==> src/rtl/bcd_display_scan.sv <==
// Time-multiplexed 7-segment driver for a packed BCD value, with leading-zero blanking and invalid-digit flag.
// Optional anti-ghosting gap at the start of each digit slot: define BCD_SCAN_GHOST_BLANK_EN.
module bcd_display_scan #(
  parameter int DIGITS   = 4,
  parameter int SCAN_DIV = 1000
) (
  input  logic                  clk,
  input  logic                  reset,
  input  logic [4*DIGITS-1:0]   bcd_in,
  input  logic                  load,
  input  logic                  blank_lz,
  output logic [6:0]            seg,
  output logic [DIGITS-1:0]     an,
  output logic                  bad
);

  localparam int PW = (SCAN_DIV > 1) ? $clog2(SCAN_DIV) : 1;
  localparam int IW = (DIGITS > 1) ? $clog2(DIGITS) : 1;

  logic [4*DIGITS-1:0] shadow;
  logic [PW-1:0]       pre;
  logic [IW-1:0]       idx;
  logic                tc;
  logic [3:0]          digit;
  logic [DIGITS-1:0]   lz;
  logic                zero_run;
  logic                bad_nxt;
  logic [6:0]          seg_nxt;
  logic [DIGITS-1:0]   an_nxt;

  function automatic logic [6:0] decode(input logic [3:0] d);
    case (d)
      4'd0:    decode = 7'h3F;
      4'd1:    decode = 7'h06;
      4'd2:    decode = 7'h5B;
      4'd3:    decode = 7'h4F;
      4'd4:    decode = 7'h66;
      4'd5:    decode = 7'h6D;
      4'd6:    decode = 7'h7D;
      4'd7:    decode = 7'h07;
      4'd8:    decode = 7'h7F;
      4'd9:    decode = 7'h6F;
      default: decode = 7'h40;
    endcase
  endfunction

  always_comb begin
    tc       = (pre == PW'(SCAN_DIV - 1));
    digit    = shadow[4*idx +: 4];
    bad_nxt  = 1'b0;
    lz       = '0;
    zero_run = 1'b1;
    for (int i = 0; i < DIGITS; i++) begin
      bad_nxt = bad_nxt | (bcd_in[4*i +: 4] > 4'd9);
    end
    // A digit is a leading zero when it and every higher digit are zero; digit 0 always shows.
    for (int i = DIGITS - 1; i >= 0; i--) begin
      zero_run = zero_run & (shadow[4*i +: 4] == 4'd0);
      lz[i]    = zero_run & (i != 0);
    end
    an_nxt      = '0;
    an_nxt[idx] = 1'b1;
    seg_nxt     = (blank_lz && lz[idx]) ? 7'h00 : decode(digit);
`ifdef BCD_SCAN_GHOST_BLANK_EN
    if (pre == '0) begin
      an_nxt  = '0;
      seg_nxt = 7'h00;
    end
`endif
  end

  always_ff @(posedge clk) begin
    if (reset) begin
      shadow <= '0;
      pre    <= '0;
      idx    <= '0;
      seg    <= 7'h00;
      an     <= '0;
      bad    <= 1'b0;
    end else begin
      pre <= tc ? '0 : pre + 1'b1;
      if (tc) begin
        idx <= (idx == IW'(DIGITS - 1)) ? '0 : idx + 1'b1;
      end
      if (load) begin
        shadow <= bcd_in;
        bad    <= bad_nxt;
      end
      seg <= seg_nxt;
      an  <= an_nxt;
    end
  end

endmodule
==> config.mk <==
export PLATFORM = sky130hd
export DESIGN_NAME = bcd_display_scan
export DESIGN_NICKNAME = d
export VERILOG_FILES = /design/src/rtl/bcd_display_scan.sv
export SDC_FILE = /design/constraint.sdc
export NUM_CORES = 1
export LEC_CHECK = 0
export BUFFER_PORTS_ARGS = -buffer_cell sky130_fd_sc_hd__buf_4
export CAP_MARGIN = 20
export CORE_MARGIN = 4
export CORE_UTILIZATION = 35
export CTS_CLUSTER_DIAMETER = 100
export DETAILED_ROUTE_END_ITERATION = 12
export PLACE_DENSITY = 0.63
export SLEW_MARGIN = 30
export SYNTH_ARGS = -nofsm -noshare
export SYNTH_HDL_FRONTEND = slang
export SYNTH_SLANG_ARGS = --single-unit
==> constraint.sdc <==
create_clock -name clk -period 2.2 [get_ports clk]
set_input_delay 0.44 -clock clk [delete_from_list [all_inputs] [get_ports clk]]
set_output_delay 0.44 -clock clk [all_outputs]
set_load 0.01 [all_outputs]
==> results.yml <==
sta:
  worstMarginPinSlew_ns: 0.3657
  post-route-period-util_pct: 88.51
  slew_headroom_pct: 75.62
  setup_tns_ns: 0
  holdWs_ns: 0.3857
  slew_violations: 0
  min_period_ns: 1.947
  finalHoldViolations: 0
  setup_viol: 0
  rsz0062_at_grt: "false"
  max_clock_freq_mhz: 513.6
  finClkSkew_ns: 0.007257
cells_and_area:
  mostFrequentLayoutCell: "dfxtp_1"
  stdcell_count: 283
  final_cell_mix: "dfxtp_1 (39), nor2_1 (35), buf_4 (33), mux2i_1 (19), ha_1 (11)"
  syn_to_final_growth_pct: 21.85
  register_area_um2: 802.0
  layout.nets: 246
  n_antenna_cell: 0
  fillCellCount: 481
  drive_above_1_share_pct: 23.15
  multi_input_area_um2: 944.7
logic_synthesis:
  synthCells: 183
  yosys.area.top_type: "dfxtp_1"
  synth.cell_area_um2: 1815
  ys_types: 34
  yosysSeqAreaShare_pct: 44.11
  ys_ff_latch: 40
  syn_nets: 214
  synth.area.top_cells: "dfxtp_1 (44%), mux2i_1 (10%), ha_1 (7.6%)"
  yosysTopAreaCellShare_pct: 44.11
  avgSynthCellArea_um2: 9.921
  yosysWarnings: 0
global_route:
  grt_max_degree: 34
  grtUsageMet3_pct: 3.047
  globalRouteOverflowTotal: 0
  grt_pass1_vias: 1256
  grt_use_met1_pct: 15.16
  busiest_layer: "met2"
  grt_pass1_wl_um: 5809
  antenna_found_initial: 0
  met2_usage_pct: 18.05
  grt_usage_pct: 11.73
setup_path:
  worst_ep_required_time_ns: 2.41
  r2r-start: "idx[0]"
  startpoint: "idx[0]"
  cp-end-kind: "register"
  critical_path_depth: 6
  r2r-end: "seg[5]"
  cp_data_arrival_time_ns: 2.16
  crit_fanout: 7
  slowest_delay_ns: 0.63
  cpLargestDelayFamily: "multiplexers"
  r2r_slack_ns: 0.25
  critical_path_class: "reg2reg"
  start_kind: "register"
  crit_path_end: "seg[5]"
  crit_chain: "mux4_1 -> inv_1 -> ha_1 -> nor2_1 -> a211o_1 -> a211oi_2"
  crit_slowest_cell: "mux4_1"
  r2r_cells: 6
  path_buf_inv: 1
clocking:
  clkTransAtPathRegs_ns: 0.08
  numCtsBuffers: 5
  cts-root-buf: "clkbuf_8"
  htree_levels: 2
  clkLatencyLatePin_ns: 0.29
  cts_buffer_depth: 2
  clock-sinks: 40
  cts_tree: "built"
route:
  vias: 1321
  detail_route.wl_per_cell_um: 11.99
  dr.pass1.iters: 4
  viasPerCell: 4.668
  ant_nets: 0
  wl_um: 3394
  remaining_drc_errors: 0
  drt_iter0_markers: 41
placement:
  dp_hpwl_um: 2480
  io_buffers: 31
  dp_cells: 275
  gp_congestion: 0.7915
job:
  drv_cap: 0
worst_hold_path:
  hold_path_class: "in2reg"
floorplanning:
  die_h_um: 80.02
  ios: 32
  initial_utilization_pct: 37.21
  die_w_um: 80.02
  die_area_um2: 6403
  coreArea_um2: 4880
  num_rows: 25
power:
  p_per_area_nw_per_um2: 695.6
  leakage_nw: 0.9420
  irDropWorstVdd_v: 0.0003516
  power_w: 0.001539
outcome:
  status: "completed"
==> where the power goes <==
| group | internal, W | switching (W) | leakage [nW] |
|---|---|---|---|
| registers | 0.000760 | 0.0000210 | 0.330 |
| clock network | 0.000335 | 0.000250 | 0.0541 |
| logic | 0.0000905 | 0.0000815 | 0.558 |
| total | 0.00119 | 0.000352 | 0.942 |
==> synthesized netlist by cell type <==
| cell type | number |
|---|---|
| dfxtp_1 | 40 |
| nor2_1 | 35 |
| mux2i_1 | 19 |
| ha_1 | 11 |
| nand2_1 | 7 |
| nor3_1 | 7 |
| o21ai_0 | 6 |
| inv_1 | 5 |
| nor2b_1 | 5 |
| xnor2_1 | 5 |
| clkbuf_1 | 4 |
| nor4_1 | 4 |
| a21oi_1 | 3 |
| mux4_2 | 3 |
| nand2b_1 | 3 |
| nand3_1 | 3 |
| xor2_1 | 3 |
| and2_1 | 2 |
| buf_2 | 2 |
| buf_6 | 2 |
| a211o_1 | 1 |
| a211oi_1 | 1 |
| a211oi_2 | 1 |
| a21boi_0 | 1 |
| a21oi_2 | 1 |
| and4_1 | 1 |
| clkinv_1 | 1 |
| mux4_1 | 1 |
| nand4_1 | 1 |
| nand4_2 | 1 |
| nor4b_2 | 1 |
| o21a_1 | 1 |
| or3_1 | 1 |
| or4_4 | 1 |
==> sequential cells by signal (all words and copies together), names as in the netlist <==
signal and flops:
pre 10, seg 7, idx 2, an 4, shadow 16, bad 1
==> area by class of cell <==
| class | instances | area share (%) |
|---|---|---|
| Sequential cell | 40 | 36.26 |
| Tap cell | 67 | 3.790 |
| Clock inverter | 3 | 1.923 |
| Inverter | 6 | 1.018 |
| Clock buffer | 5 | 3.111 |
| Multi-Input combinational cell | 129 | 42.70 |
| Timing Repair Buffer | 33 | 11.20 |
==> metrics by stage <==
stage	worst slack [ns]	area, µm²	util (%)
6_report	0.2529	2212	45.33
5_1_grt	0.1002	2212	45.33
4_1_cts	0.1306	2211	45.31
3_5_place_dp	0.1579	2100	43.03
3_3_place_gp	0.2072	2100	43.03
2_1_floorplan	0.2855	1815	-
==> how the worst min path moves through the flow <==
stage	start	endpoint	slack (ns)	cells past startpoint
2_1_floorplan	pre[0]	pre[0]	0.42	1
3_3_place_gp	pre[0]	pre[0]	0.43	1
3_5_place_dp	pre[0]	pre[0]	0.44	1
4_1_cts	bcd_in[8]	shadow[8]	0.38	3
5_1_grt	bcd_in[15]	shadow[15]	0.39	3
6_report	bcd_in[8]	shadow[8]	0.39	3
==> metal layers <==
layer | part of all wire, % | vias up | routed length [µm]
li1 | - | 686 | -
met1 | 50 | 607 | 1712
met2 | 44 | 23 | 1483
met3 | 3.9 | 5 | 133
met4 | 1.9 | 0 | 64
met5 | 0 | - | 0
==> logic make-up after synthesis <==
family / share of synthesized area, %
and+or+nand+nor: 19.57
DFF: 44.11
muxes: 15.64
AOI/OAI and AO/OA: 5.376
buffers and inverters: 3.859
adders and majority gates: 7.581
xor gates and xnor gates: 3.860
==> tightest hold or removal path: stages <==
cell and delay (ns):
buf_4 0.08, mux2i_1 0.05, nor2_1 0.07
==> repair_timing <==
| item | 4_1_cts | 5_1_grt |
|---|---|---|
| endpoints found under the setup margin | 0 | 1 |
| hold buffers | 0 | 0 |
| buffers inserted | 0 | 0 |
| gates resized for setup | 0 | 1 |
Note: power is estimated with default switching activity, not from simulation.
